### src/rtl/pipe_hazard_ctrl_pkg.sv
// Shared types for the pipeline hazard sequencer: FSM encoding and enable bundles.
// Pure declarations; no latency or backpressure of its own.
package pipe_ctrl_pkg;

    localparam int REG_ADDR_W = 5;
    localparam logic [REG_ADDR_W-1:0] X0 = 5'd0;

    typedef enum logic [1:0] {
        RUN      = 2'd0,
        MEM_WAIT = 2'd1,
        HALT     = 2'd2
    } state_e;

    typedef struct packed {
        logic pc;
        logic ifid;
        logic idex;
        logic exmem;
        logic memwb;
    } load_t;

    typedef struct packed {
        logic ifid;
        logic idex;
        logic memwb;
    } flush_t;

endpackage

### src/rtl/pipe_hazard_ctrl_if.sv
// Datapath <-> hazard sequencer bundle: hazard sources in, register enables out.
// Combinational wires only; master is the datapath, slave is the sequencer.
interface pipe_hazard_ctrl_if #(
    parameter int CNT_W = 16
);
    logic [pipe_ctrl_pkg::REG_ADDR_W-1:0] id_rs1;
    logic [pipe_ctrl_pkg::REG_ADDR_W-1:0] id_rs2;
    logic                                 id_use_rs1;
    logic                                 id_use_rs2;
    logic                                 ex_mem_read;
    logic [pipe_ctrl_pkg::REG_ADDR_W-1:0] ex_rd;
    logic                                 ex_branch_taken;
    logic                                 mem_req;
    logic                                 mem_ready;
    logic                                 wb_halt;

    logic                                 pc_load;
    logic                                 ifid_load;
    logic                                 idex_load;
    logic                                 exmem_load;
    logic                                 memwb_load;
    logic                                 ifid_flush;
    logic                                 idex_flush;
    logic                                 memwb_flush;
    logic                                 halted;
    logic                                 mem_err;
    logic [CNT_W-1:0]                     stall_count;

    modport master (
        output id_rs1, id_rs2, id_use_rs1, id_use_rs2, ex_mem_read, ex_rd,
               ex_branch_taken, mem_req, mem_ready, wb_halt,
        input  pc_load, ifid_load, idex_load, exmem_load, memwb_load,
               ifid_flush, idex_flush, memwb_flush, halted, mem_err, stall_count
    );

    modport slave (
        input  id_rs1, id_rs2, id_use_rs1, id_use_rs2, ex_mem_read, ex_rd,
               ex_branch_taken, mem_req, mem_ready, wb_halt,
        output pc_load, ifid_load, idex_load, exmem_load, memwb_load,
               ifid_flush, idex_flush, memwb_flush, halted, mem_err, stall_count
    );

endinterface

### src/rtl/pipe_hazard_ctrl_hazard_detect.sv
// Load-use detector: EX load whose rd (non-x0) feeds a source the ID instruction reads.
// Purely combinational, zero latency; no backpressure.
module hazard_detect
    import pipe_ctrl_pkg::*;
(
    input  logic [REG_ADDR_W-1:0] id_rs1,
    input  logic [REG_ADDR_W-1:0] id_rs2,
    input  logic                  id_use_rs1,
    input  logic                  id_use_rs2,
    input  logic                  ex_mem_read,
    input  logic [REG_ADDR_W-1:0] ex_rd,
    output logic                  load_use
);

    logic rs1_hit;
    logic rs2_hit;

    assign rs1_hit  = id_use_rs1 & (ex_rd == id_rs1);
    assign rs2_hit  = id_use_rs2 & (ex_rd == id_rs2);
    assign load_use = ex_mem_read & (ex_rd != X0) & (rs1_hit | rs2_hit);

endmodule

### src/rtl/pipe_hazard_ctrl.sv
// Pipeline sequencer: PC/IF-ID/ID-EX/EX-MEM/MEM-WB load+flush enables, halt and mem timeout.
// Enables are combinational from state+inputs; a pending mem_ready freezes PC..EX/MEM.
module pipe_hazard_ctrl
    import pipe_ctrl_pkg::*;
#(
    parameter int TIMEOUT = 16,
    parameter int CNT_W   = 16
)(
    input  logic              clk,
    input  logic              reset,
    pipe_hazard_ctrl_if.slave bus
);

    localparam int              WAIT_W    = 16;
    localparam logic [WAIT_W-1:0] WAIT_LAST = WAIT_W'(TIMEOUT - 1);

    state_e              state_q, state_d;
    logic [WAIT_W-1:0]   wait_cnt_q, wait_cnt_d;
    logic                mem_err_q, mem_err_d;
    logic [CNT_W-1:0]    stall_count_q, stall_count_d;

    logic   load_use;
    logic   mem_stall;
    logic   halted;
    load_t  ld;
    flush_t fl;

    assign mem_stall = bus.mem_req & ~bus.mem_ready;

    hazard_detect u_hazard_detect (
        .id_rs1      (bus.id_rs1),
        .id_rs2      (bus.id_rs2),
        .id_use_rs1  (bus.id_use_rs1),
        .id_use_rs2  (bus.id_use_rs2),
        .ex_mem_read (bus.ex_mem_read),
        .ex_rd       (bus.ex_rd),
        .load_use    (load_use)
    );

    always_ff @(posedge clk) begin
        if (reset) begin
            state_q       <= RUN;
            wait_cnt_q    <= '0;
            mem_err_q     <= 1'b0;
            stall_count_q <= '0;
        end else begin
            state_q       <= state_d;
            wait_cnt_q    <= wait_cnt_d;
            mem_err_q     <= mem_err_d;
            stall_count_q <= stall_count_d;
        end
    end

    always_comb begin
        state_d    = state_q;
        wait_cnt_d = wait_cnt_q;
        mem_err_d  = mem_err_q;
        case (state_q)
            RUN: begin
                if (bus.wb_halt) begin
                    state_d = HALT;
                end else if (mem_stall) begin
                    state_d    = MEM_WAIT;
                    wait_cnt_d = '0;
                end
            end
            MEM_WAIT: begin
                // Halt beats the wait; a late ready beats the timeout.
                if (bus.wb_halt) begin
                    state_d = HALT;
                end else if (bus.mem_ready) begin
                    state_d    = RUN;
                    wait_cnt_d = '0;
                end else if (wait_cnt_q == WAIT_LAST) begin
                    state_d   = HALT;
                    mem_err_d = 1'b1;
                end else begin
                    wait_cnt_d = wait_cnt_q + 1'b1;
                end
            end
            default: state_d = HALT;
        endcase

        stall_count_d = stall_count_q;
        if (!ld.pc && state_q != HALT && stall_count_q != {CNT_W{1'b1}})
            stall_count_d = stall_count_q + 1'b1;
    end

    always_comb begin
        ld     = '0;
        fl     = '0;
        halted = 1'b0;
        if (!reset) begin
            case (state_q)
                RUN: begin
                    if (bus.wb_halt) begin
                        ld.memwb = 1'b1;
                    end else if (mem_stall) begin
                        ld.memwb = 1'b1;
                        fl.memwb = 1'b1;
                    end else if (bus.ex_branch_taken) begin
                        ld      = '1;
                        fl.ifid = 1'b1;
                        fl.idex = 1'b1;
                    end else if (load_use) begin
                        ld.idex  = 1'b1;
                        ld.exmem = 1'b1;
                        ld.memwb = 1'b1;
                        fl.idex  = 1'b1;
                    end else begin
                        ld = '1;
                    end
                end
                MEM_WAIT: begin
                    if (bus.wb_halt) begin
                        ld.memwb = 1'b1;
                    end else if (bus.mem_ready) begin
                        ld = '1;
                    end else begin
                        ld.memwb = 1'b1;
                        fl.memwb = 1'b1;
                    end
                end
                default: halted = 1'b1;
            endcase
        end
    end

    assign bus.pc_load     = ld.pc;
    assign bus.ifid_load   = ld.ifid;
    assign bus.idex_load   = ld.idex;
    assign bus.exmem_load  = ld.exmem;
    assign bus.memwb_load  = ld.memwb;
    assign bus.ifid_flush  = fl.ifid;
    assign bus.idex_flush  = fl.idex;
    assign bus.memwb_flush = fl.memwb;
    assign bus.halted      = halted;
    assign bus.mem_err     = mem_err_q;
    assign bus.stall_count = stall_count_q;

endmodule

### src/flat_wrapper.sv
// flat-port wrapper written by rule: the top's interface ports become plain ports
module pipe_hazard_ctrl_flat import pipe_ctrl_pkg::*;
#(
    parameter int TIMEOUT = 16,
    parameter int CNT_W   = 16
)
  (clk, reset, bus_id_rs1, bus_id_rs2, bus_id_use_rs1, bus_id_use_rs2, bus_ex_mem_read, bus_ex_rd, bus_ex_branch_taken, bus_mem_req, bus_mem_ready, bus_wb_halt, bus_pc_load, bus_ifid_load, bus_idex_load, bus_exmem_load, bus_memwb_load, bus_ifid_flush, bus_idex_flush, bus_memwb_flush, bus_halted, bus_mem_err, bus_stall_count);
  pipe_hazard_ctrl_if #(.CNT_W(CNT_W)) bus_i ();
  input  logic clk;
  input  logic reset;
  input wire logic [$bits(bus_i.id_rs1)-1:0] bus_id_rs1;
  input wire logic [$bits(bus_i.id_rs2)-1:0] bus_id_rs2;
  input wire logic [$bits(bus_i.id_use_rs1)-1:0] bus_id_use_rs1;
  input wire logic [$bits(bus_i.id_use_rs2)-1:0] bus_id_use_rs2;
  input wire logic [$bits(bus_i.ex_mem_read)-1:0] bus_ex_mem_read;
  input wire logic [$bits(bus_i.ex_rd)-1:0] bus_ex_rd;
  input wire logic [$bits(bus_i.ex_branch_taken)-1:0] bus_ex_branch_taken;
  input wire logic [$bits(bus_i.mem_req)-1:0] bus_mem_req;
  input wire logic [$bits(bus_i.mem_ready)-1:0] bus_mem_ready;
  input wire logic [$bits(bus_i.wb_halt)-1:0] bus_wb_halt;
  output wire logic [$bits(bus_i.pc_load)-1:0] bus_pc_load;
  output wire logic [$bits(bus_i.ifid_load)-1:0] bus_ifid_load;
  output wire logic [$bits(bus_i.idex_load)-1:0] bus_idex_load;
  output wire logic [$bits(bus_i.exmem_load)-1:0] bus_exmem_load;
  output wire logic [$bits(bus_i.memwb_load)-1:0] bus_memwb_load;
  output wire logic [$bits(bus_i.ifid_flush)-1:0] bus_ifid_flush;
  output wire logic [$bits(bus_i.idex_flush)-1:0] bus_idex_flush;
  output wire logic [$bits(bus_i.memwb_flush)-1:0] bus_memwb_flush;
  output wire logic [$bits(bus_i.halted)-1:0] bus_halted;
  output wire logic [$bits(bus_i.mem_err)-1:0] bus_mem_err;
  output wire logic [$bits(bus_i.stall_count)-1:0] bus_stall_count;
  assign bus_i.id_rs1 = bus_id_rs1;
  assign bus_i.id_rs2 = bus_id_rs2;
  assign bus_i.id_use_rs1 = bus_id_use_rs1;
  assign bus_i.id_use_rs2 = bus_id_use_rs2;
  assign bus_i.ex_mem_read = bus_ex_mem_read;
  assign bus_i.ex_rd = bus_ex_rd;
  assign bus_i.ex_branch_taken = bus_ex_branch_taken;
  assign bus_i.mem_req = bus_mem_req;
  assign bus_i.mem_ready = bus_mem_ready;
  assign bus_i.wb_halt = bus_wb_halt;
  assign bus_pc_load = bus_i.pc_load;
  assign bus_ifid_load = bus_i.ifid_load;
  assign bus_idex_load = bus_i.idex_load;
  assign bus_exmem_load = bus_i.exmem_load;
  assign bus_memwb_load = bus_i.memwb_load;
  assign bus_ifid_flush = bus_i.ifid_flush;
  assign bus_idex_flush = bus_i.idex_flush;
  assign bus_memwb_flush = bus_i.memwb_flush;
  assign bus_halted = bus_i.halted;
  assign bus_mem_err = bus_i.mem_err;
  assign bus_stall_count = bus_i.stall_count;
  pipe_hazard_ctrl #(.TIMEOUT(TIMEOUT), .CNT_W(CNT_W)) u_core (.clk(clk), .reset(reset), .bus(bus_i));
endmodule
### config.mk
export PLATFORM = sky130hd
export DESIGN_NAME = pipe_hazard_ctrl_flat
export DESIGN_NICKNAME = d
export VERILOG_FILES = /design/src/rtl/pipe_hazard_ctrl_pkg.sv /design/src/rtl/pipe_hazard_ctrl_if.sv /design/src/rtl/pipe_hazard_ctrl_hazard_detect.sv /design/src/rtl/pipe_hazard_ctrl.sv /design/src/flat_wrapper.sv
export SDC_FILE = /design/constraint.sdc
export NUM_CORES = 1
export LEC_CHECK = 0
export BUFFER_PORTS_ARGS = -buffer_cell sky130_fd_sc_hd__buf_2
export CAP_MARGIN = 20
export CORE_UTILIZATION = 40
export DETAILED_ROUTE_END_ITERATION = 10
export SLEW_MARGIN = 25
export SYNTH_ARGS = -nofsm -noshare
export SYNTH_HDL_FRONTEND = slang
export SYNTH_SLANG_ARGS = --single-unit
### constraint.sdc
create_clock -name clk -period 4.5 [get_ports clk]
set_clock_uncertainty 0.05 [all_clocks]
set_input_delay 0.9 -clock clk [delete_from_list [all_inputs] [get_ports clk]]
set_output_delay 0.9 -clock clk [all_outputs]
set_load 0.02 [all_outputs]
; ---- After elaboration in Yosys (flattened, before gate mapping)
; Cells that the tools add are included.
[classes]
addsub = 2
n_mul = 0
div = 0
magnitude_cmp = 0
eq_ne = 12
shifts = 0
mux = 35
bitwise = 8
reduce_logical = 10
[ops]
columns = op, n
row1 = two-way mux 16 bit, 5
row2 = "adder 16 x 1 -> 16 bit, second input constant", 2
row3 = one-hot mux 16 bit (2 select lines), 1
row4 = "== test 16 x 4 -> 1 bit, second input constant", 1
row5 = two-way mux 2 bit, 8
row6 = two-way mux 4 bit, 4
row7 = "!= test 16 bit, second input constant", 1
row8 = == test 5 bit, 2
row9 = two-way mux 1 bit, 10
row10 = two-way mux 5 bit, 2
row11 = one-hot mux 5 bit (2 select lines), 1
row12 = two-way mux 3 bit, 2
row13 = "!= test 2 bit, second input constant", 3
row14 = AND 1 bit, 5
row15 = AND reduction 5 bit, 1
row16 = nonzero test 5 bit, 1
row17 = "!= test 4 x 3 -> 1 bit, second input constant", 1
row18 = one-hot mux 2 bit (2 select lines), 1
row19 = AND reduction 4 bit, 1
row20 = "!= test 3 x 2 -> 1 bit, second input constant", 1
row21 = "!= test 3 bit, second input constant", 1
row22 = "== test 2 x 1 -> 1 bit, second input constant", 1
row23 = logical AND 1 bit, 2
row24 = logical NOT 2 bit, 1
row25 = 8 further kinds, 9
[word_totals]
regBits = 35
latchBits = 0
ramBits = 0
romBits = 0
in_bits = 24
elab_cells = 71
memories = 0

; ---- Longest topological paths before layout
; Gate-level depths: netlist (run 1).
[depth]
ltp_word = 13
mapped_depth = 8

; ---- Hierarchy
; Synthesis (run 1) repeated with hierarchy kept, for this count alone.
[hier_totals]
hier_cells = 239
area_unflattened_um2 = 2028.2
[modules_own_cells]
columns = mod, n_inst, cells_each, area_per_inst_um2, seq_area_each_um2
row1 = pipe_hazard_ctrl, 1, 222, 1894.3, 700.7
row2 = hazard_detect, 1, 17, 133.9, 0.0

; ---- Worst setup path before layout (run 1)
; Ideal clock, no wire load.
[synth_path]
path_type = input-to-output
start = input reset
end = output bus_pc_load
arrival_time_ps = 2259
path_slack_ps = 1291
cell_stages = 7
path_cell_list = clkbuf_1 -> nor3_1 -> and2b_1 -> a21boi_2 -> buf_4 -> buf_6 -> buf_4
[synth_via]
elab_chain_len = 1
[synth_rtl]
columns = element, line
row1 = "start, declared", flat_wrapper.sv:10  ; input logic reset;
row2 = two-way mux 5 bit, pipe_hazard_ctrl.sv:93  ; if (!reset) begin
row3 = "end, declared", flat_wrapper.sv:21  ; output wire logic [$bits(bus_i.pc_load)-1:0] bus_pc_load;
; No other way between the ends.

; ---- Final worst setup path (run 1)
[layout_path]
start = input bus_ex_rd[1]
end = output bus_pc_load
[layout_via]
elab_chain_len = 10
word_cells_on_any_way = 14
classes_between = 2 x eq/ne / 6 x mux / 5 x bitwise / 1 x reduce/logical
[layout_rtl]
columns = element, line
row1 = "start, declared", flat_wrapper.sv:16  ; input wire logic [$bits(bus_i.ex_rd)-1:0] bus_ex_rd;
row2 = "== test 5 bit, on equally long branches", "pipe_hazard_ctrl_hazard_detect.sv:18, pipe_hazard_ctrl_hazard_detect.sv:19"
row3 = "AND 1 bit, on equally long branches", "pipe_hazard_ctrl_hazard_detect.sv:18, pipe_hazard_ctrl_hazard_detect.sv:19"
row4 = bitwise OR 1 bit, pipe_hazard_ctrl_hazard_detect.sv:20  ; assign load_use = ex_mem_read & (ex_rd != X0) & (rs1_hit | rs2_hit);
row5 = AND 1 bit (*), pipe_hazard_ctrl_hazard_detect.sv:20
row6 = two-way mux 2 bit (*), pipe_hazard_ctrl.sv:105  ; end else if (load_use) begin
row7 = two-way mux 5 bit (*), pipe_hazard_ctrl.sv:101  ; end else if (bus.ex_branch_taken) begin
row8 = two-way mux 4 bit (*), pipe_hazard_ctrl.sv:98  ; end else if (mem_stall) begin
row9 = two-way mux 4 bit (*), pipe_hazard_ctrl.sv:96  ; if (bus.wb_halt) begin
row10 = one-hot mux 5 bit (2 select lines) (*), pipe_hazard_ctrl.sv:94  ; case (state_q)
row11 = two-way mux 5 bit (*), pipe_hazard_ctrl.sv:93
; Mark *: on every way between the ends. The rest lies on a longest branch, timed or not.

==> results of run 1 <==
[through the flow]
step	power, uW	worst slack, ns	hold WS [ns]	std cells	instance area [sq um]
2_1_floorplan	373	1.29	0.413	236	2000
3_3_place_gp	395	1.28	0.400	337	2240
3_5_place_dp	395	1.25	0.409	337	2240
4_1_cts	692	1.24	0.432	345	2360
5_1_grt	711	1.18	0.450	345	2360
6_report	681	1.28	0.426	345	2360
[area by class of cell]
| class | count | area share (%) |
|---|---|---|
| sequential | 35 | 29.7 |
| tap | 67 | 3.55 |
| inverter | 2 | 0.318 |
| timing repair buffer | 50 | 10.7 |
| clock buffer | 6 | 3.50 |
| clock inverter | 2 | 1.48 |
| multi-input combinational | 183 | 50.8 |
[cells in the final DEF (no fill, tap or decap), types with 5 or more instances in the layout]
| cell | n |
|---|---|
| buf_2 | 49 |
| nand4_1 | 7 |
| o21ai_0 | 5 |
| dfxtp_1 | 35 |
| o31ai_1 | 12 |
| nand3_1 | 14 |
| xor2_1 | 12 |
| a21oi_1 | 17 |
| or4_1 | 13 |
| clkbuf_8 | 6 |
| and3_1 | 6 |
| nor2_1 | 22 |
| xnor2_1 | 12 |
| nor2b_1 | 7 |
| nand2_1 | 13 |
[worst max-delay path, cell delays in order]
cell and delay, ns:
buf_2 0.12, or4_1 0.54, o21ai_2 0.18, nor2b_1 0.08
a21boi_2 0.24, buf_2 0.21
[power breakdown]
group,internal (uW),leakage (uW),total [uW],switching [uW]
logic,27.8,0.000593,70.0,42.2
registers,313,0.000283,318,4.73
clock network,179,0.0000612,293,113
[routing by layer]
| layer | share of wire (%) | vias up |
|---|---|---|
| met4 | 1.8 | 0 |
| met2 | 43 | 37 |
| met5 | 0 | - |
| li1 | - | 951 |
| met3 | 3.0 | 7 |
| met1 | 52 | 833 |
[final timing paths]
kind	startpoint	endpoint	slack, ns	cells past startpoint
setup / recovery	bus_ex_rd[1]	bus_pc_load	1.28	6
hold / removal	u_core.bus.mem_err$_SDFFE_PP0P_	u_core.bus.mem_err$_SDFFE_PP0P_	0.43	2
setup reg to reg	u_core.bus.stall_count[3]$_SDFFE_PP0P_	u_core.bus.stall_count[15]$_SDFFE_PP0P_	2.11	5
hold reg to reg	u_core.bus.mem_err$_SDFFE_PP0P_	u_core.bus.mem_err$_SDFFE_PP0P_	0.43	2
[cell families (layout without fill, tap and decap cells)]
family | count (synthesis) | in the layout | share of synthesized area (%)
adders and majority gates | 2 | 2 | 1.25
and+or+nand+nor | 108 | 108 | 31.1
muxes | 2 | 2 | 1.13
AOI/OAI and AO/OA | 47 | 47 | 15.7
DFF | 35 | 35 | 35.0
buffers and inverters | 18 | 60 | 5.25
xor gates and xnor gates | 24 | 24 | 10.5
[flip-flops by register name (all words and copies together) (netlist names)]
register                flops
u_core.bus.stall_count     16
u_core.wait_cnt_q          16
u_core.state_q              2
u_core.bus.mem_err          1
==> results.yml, run 1 <==
power:
  leakage_uw: 0.000937
  ir_drop_v: 0.000132
  power.density_nw_per_um2: 288
floorplan:
  top_level_ports: 50
  rows: 25
  die_h_microns: 72.7
  dieArea_sq_um: 5290
  die_w_microns: 72.7
  start_util_pct: 42.1
  core-area_sq_um: 4750
final_layout:
  area_growth_pct: 18.0
  nets: 303
  multiInputGateArea_sq_um: 1200
  regArea_sq_um: 701
  antenna_cells: 0
  fin_util_pct: 49.7
  fill_cells: 518
  drive_gt1_share_pct: 24.5
grt:
  globalRouteTotalUtil_pct: 17.2
  antenna_found_initial: 0
  first_global_vias: 1523
  grt_pass1_wl_mm: 6.98
  busiest_layer: "met2"
  grt_max_degree: 30
  use_met3_pct: 3.31
  grt-ovfl-total: 0
  grt_use_met2_pct: 25.8
  grt_use_met1_pct: 23.5
synth:
  synth_top_area_share_pct: 35.0
  postSynthAreaPerCell_sq_um: 8.48
  synth_edf_count: 0
  ys.flop_type: "dfxtp_1"
  yosys.cell_types.count: 47
  synth_fp_nets: 262
  synth_common_cells: "dfxtp_1 (35), nor2_1 (22), a21oi_1 (17), nand3_1 (14)"
  synth-seq-cells: 35
  synthTopCellsByArea: "dfxtp_1 (35%), xnor2_1 (5.3%), xor2_1 (5.3%)"
  yosysMostFrequentCell: "dfxtp_1"
  async_flop_share_pct: 0
  synthCells: 236
  ys_seq_area_share_pct: 35.0
  syn_area_sq_um: 2000
  yosysWarnings: 0
  yosys.area.top_type: "dfxtp_1"
sta:
  period_minus_slack_ns: 3.22
  tightest_slew_ns: 0.820
  max_clock_freq_ghz: 0.311
  drv_slew: 0
  tns_ns: 0
  hold_violations: 0
  relSlewSlack_pct: 45.3
  rsz0062_at_grt: "no"
  period_share_pct: 71.5
  setup_viol: 0
drt:
  first_pass_iters: 4
  post-route-drc-count: 0
  via_per_inst: 5.30
  num_vias: 1828
  routed_wirelength_mm: 4.36
  drtIter0Drc: 86
  antenna_left: 0
  wl_per_cell_microns: 12.6
clock_tree:
  numCtsBuffers: 5
  clk-insertion-delay-late_ns: 0.29
  clkSlewWorstSetupHoldPaths_ns: 0.07
  post_cts.repair.setup_buffers: 0
  h-tree-depth: 2
  ctsHoldBuffers: 0
  cts_buffer_depth: 2
  cts.sinks: 35
  cts.repair.resized: 0
  cts-root-buf: "clkbuf_8"
  cts_tree: "done"
job:
  maxCapViolations: 0
placed_design:
  gp_congestion: 0.732
  numPortBuffers: 49
  dpl.hpwl_mm: 3.08
worst_setup_path:
  worstSetupPathType: "input port to primary output"
  critPathCaptureType: "primary output"
  cp.required_ns: 3.55
  crit_path_max_fanout: 3
  cp_data_arrival_time_ns: 2.27
  critPathLaunchType: "input port"
min_path:
  min_path_type: "flip-flop to flip-flop"
status:
  status: "finished clean"
(Power assumes the default switching activity.)
==> run 2, diff against run 1 <==
- ABC_AREA: not set -> 1
- clock period: 4.5 -> 2.8 ns (I/O delays scaled with it)
==> run 2 against run 1 <==
  * Non-clock buffer count did not move
  * Final area rose by 20%
  * Routed wire length rose by 29%
  * Register-to-register slack got worse by 1.3 ns
  * Largest power group unchanged
  * Critical endpoint is now bus_ifid_load
==> results.yml, run 2 <==
worst_setup_path:
  cp_data_arrival_time_ns: 1.72
  path_cells: "buf_2 -> or2_4 -> nor2_2 -> nand2_2 -> inv_2 -> o21a_4 -> nand2_8 -> inv_1 -> buf_2"
  critPathLaunchType: "input port"
  rrSetupSlack_ns: 0.82
  crit_family: "simple AND/OR/NAND/NOR gates"
  timing.rr.start: "u_core.wait_cnt_q[0]$_SDFFE_PP0P_"
  critical_path_buf_inv_count: 4
  cpMaxStageDelayCell: "or2_4"
  cp.required_ns: 2.19
  worstSetupPathType: "input port to primary output"
  reg2reg_depth: 12
  critPathCaptureType: "primary output"
  path_common_cell: "buf_2"
  crit_path_max_fanout: 19
  critPathMaxStageDelay_ns: 0.24
  r2r-end: "u_core.wait_cnt_q[12]$_SDFFE_PP0P_"
sta:
  tightest_slew_ns: 0.423
  max_clock_freq_ghz: 0.429
  hold_violations: 0
  period_minus_slack_ns: 2.33
  whs_ns: 0.432
  setup_viol: 0
  drv_slew: 0
  worst_slack_ns: 0.469
  tns_ns: 0
  rsz0062_at_grt: "no"
  period_share_pct: 83.3
  relSlewSlack_pct: 71.6
placed_design:
  dp.cells: 495
  numPortBuffers: 49
  dp_slack_ns: 0.467
  dpl.hpwl_mm: 4.24
  gp_congestion: 0.799
synth:
  synthTopCellsByArea: "dfxtp_1 (29%), nand2_1 (13%), nand3_1 (9.0%)"
  async_flop_share_pct: 0
  synthCells: 380
  synth_edf_count: 0
  yosys.area.top_type: "dfxtp_1"
  ys.flop_type: "dfxtp_1"
  yosysMostFrequentCell: "nand2_1"
  syn_area_sq_um: 2440
  ys_seq_area_share_pct: 28.7
  synth_common_cells: "nand2_1 (86), inv_1 (50), nor2_1 (48), nand3_1 (44), dfxtp_1 (35)"
  synth-seq-cells: 35
  yosysWarnings: 0
  yosys.cell_types.count: 33
  postSynthAreaPerCell_sq_um: 6.42
  synth_top_area_share_pct: 28.7
  synth_fp_nets: 406
drt:
  drtIter0Drc: 83
  post-route-drc-count: 0
  routed_wirelength_mm: 5.62
  num_vias: 2417
  antenna_left: 0
  wl_per_cell_microns: 11.2
  via_per_inst: 4.81
  first_pass_iters: 4
power:
  leakage_uw: 0.00125
  intPower_uw: 851
  power_frac_comb_pct: 14.6
  switching_share_pct: 27.3
  clockPowerShare_pct: 41.2
  p_seq_share_pct: 44.3
  p_sw_uw: 320
  power.density_nw_per_um2: 413
  ir_drop_v: 0.000286
final_layout:
  antenna_cells: 0
  fin_cells: 503
  final_cell_mix: "nand2_1 (86), inv_1 (50), buf_2 (49), nor2_1 (48), nand3_1 (44)"
  area_growth_pct: 16.2
  fin_util_pct: 47.9
  layout_commonest_cell: "nand2_1"
  drive_gt1_share_pct: 23.1
  nets: 453
clock_tree:
  clkSlewWorstSetupHoldPaths_ns: 0.08
  cts.sinks: 35
  clk-insertion-delay-late_ns: 0.30
  h-tree-depth: 2
  post_cts.repair.setup_buffers: 0
  cts-root-buf: "clkbuf_8"
  ctsHoldBuffers: 0
  cts_tree: "done"
  cts_buffer_depth: 2
  cts.repair.resized: 0
  numCtsBuffers: 5
min_path:
  hold_path_startpoint: "u_core.wait_cnt_q[2]$_SDFFE_PP0P_"
  holdPathEnd: "u_core.wait_cnt_q[2]$_SDFFE_PP0P_"
  min_path_type: "flip-flop to flip-flop"
  holdPathStages: 2
job:
  maxCapViolations: 0
status:
  status: "finished clean"
grt:
  globalRouteTotalUtil_pct: 19.7
  grt-ovfl-total: 0
  grt_pass1_wl_mm: 10.0
  grt_max_degree: 20
  first_global_vias: 2274
  antenna_found_initial: 0
floorplan:
  die_h_microns: 80.1
  rows: 28
  start_util_pct: 41.2
  dieArea_sq_um: 6420
  top_level_ports: 50
  die_w_microns: 80.1
  core-area_sq_um: 5920
[run 2: cell types whose count changed after synthesis, sizes merged, moves of 7 or more]
| cell | delta |
|---|---|
| and4 | -7 |
| nand2 | +90 |
| inv | +53 |
| xnor2 | -8 |
| a21oi | +13 |
| o31ai | -11 |
| or4 | -13 |
| and3 | -7 |
| nand3 | +31 |
| nor2b | -7 |
| nor2 | +27 |
| nor3 | +13 |
[run 2: worst max path at each step]
stage	from	endpoint	slack, ns	cells after the start
after floorplan	reset	bus_pc_load	0.24	7
after global placement	bus_wb_halt	bus_pc_load	0.50	9
after detailed placement	bus_wb_halt	bus_pc_load	0.47	9
after CTS	u_core.state_q[1]$_SDFFE_PP0P_	bus_pc_load	0.45	8
after global routing	u_core.state_q[1]$_SDFFE_PP0P_	bus_pc_load	0.29	8
final	bus_wb_halt	bus_ifid_load	0.47	9
[run 2: cell families after synthesis]
logic type                 synth area share, %
and+or+nand+nor                           43.2
buffers and inverters                     11.3
adders and majority gates                 1.02
xor gates and xnor gates                  5.02
AOI/OAI and AO/OA                         10.8
DFF                                       28.7
[run 2: area by class of cell]
| class | instances | area (sq um) |
|---|---|---|
| tap | 75 | 93.8 |
| timing repair buffer | 50 | 253 |
| fill | 645 | 3080 |
| clock buffer | 6 | 82.6 |
| sequential | 35 | 701 |
| inverter | 55 | 206 |
| clock inverter | 2 | 35.0 |
| multi-input combinational | 280 | 1470 |
[run 2: worst min-delay path: stages (launching register included)]
cell      delay (ns)
dfxtp_1         0.33
inv_1           0.05
a211oi_1        0.05
[run 2: power by group through the flow]
stage / logic, uW / registers (uW) / clock network [uW]
after floorplan: 124 / 534 / 0
after global placement: 170 / 531 / 0
after detailed placement: 172 / 531 / 0
after CTS: 172 / 519 / 495
after global routing: 193 / 521 / 519
final: 171 / 519 / 482
[run 2: per-layer routing]
layer	track usage, %	part of all wire [%]	vias to the layer above
met5	0	0	-
met1	25.5	51	1071
met3	4.77	3.8	6
met4	5.36	1.2	0
met2	32.4	44	34
li1	-	-	1306
[run 2: through the flow]
stage                     power [uW]  cell area, sq um
final                           1170              2840
after global routing            1230              2840
after CTS                       1190              2840
after detailed placement         702              2720
after global placement           700              2720
after floorplan                  657              2440
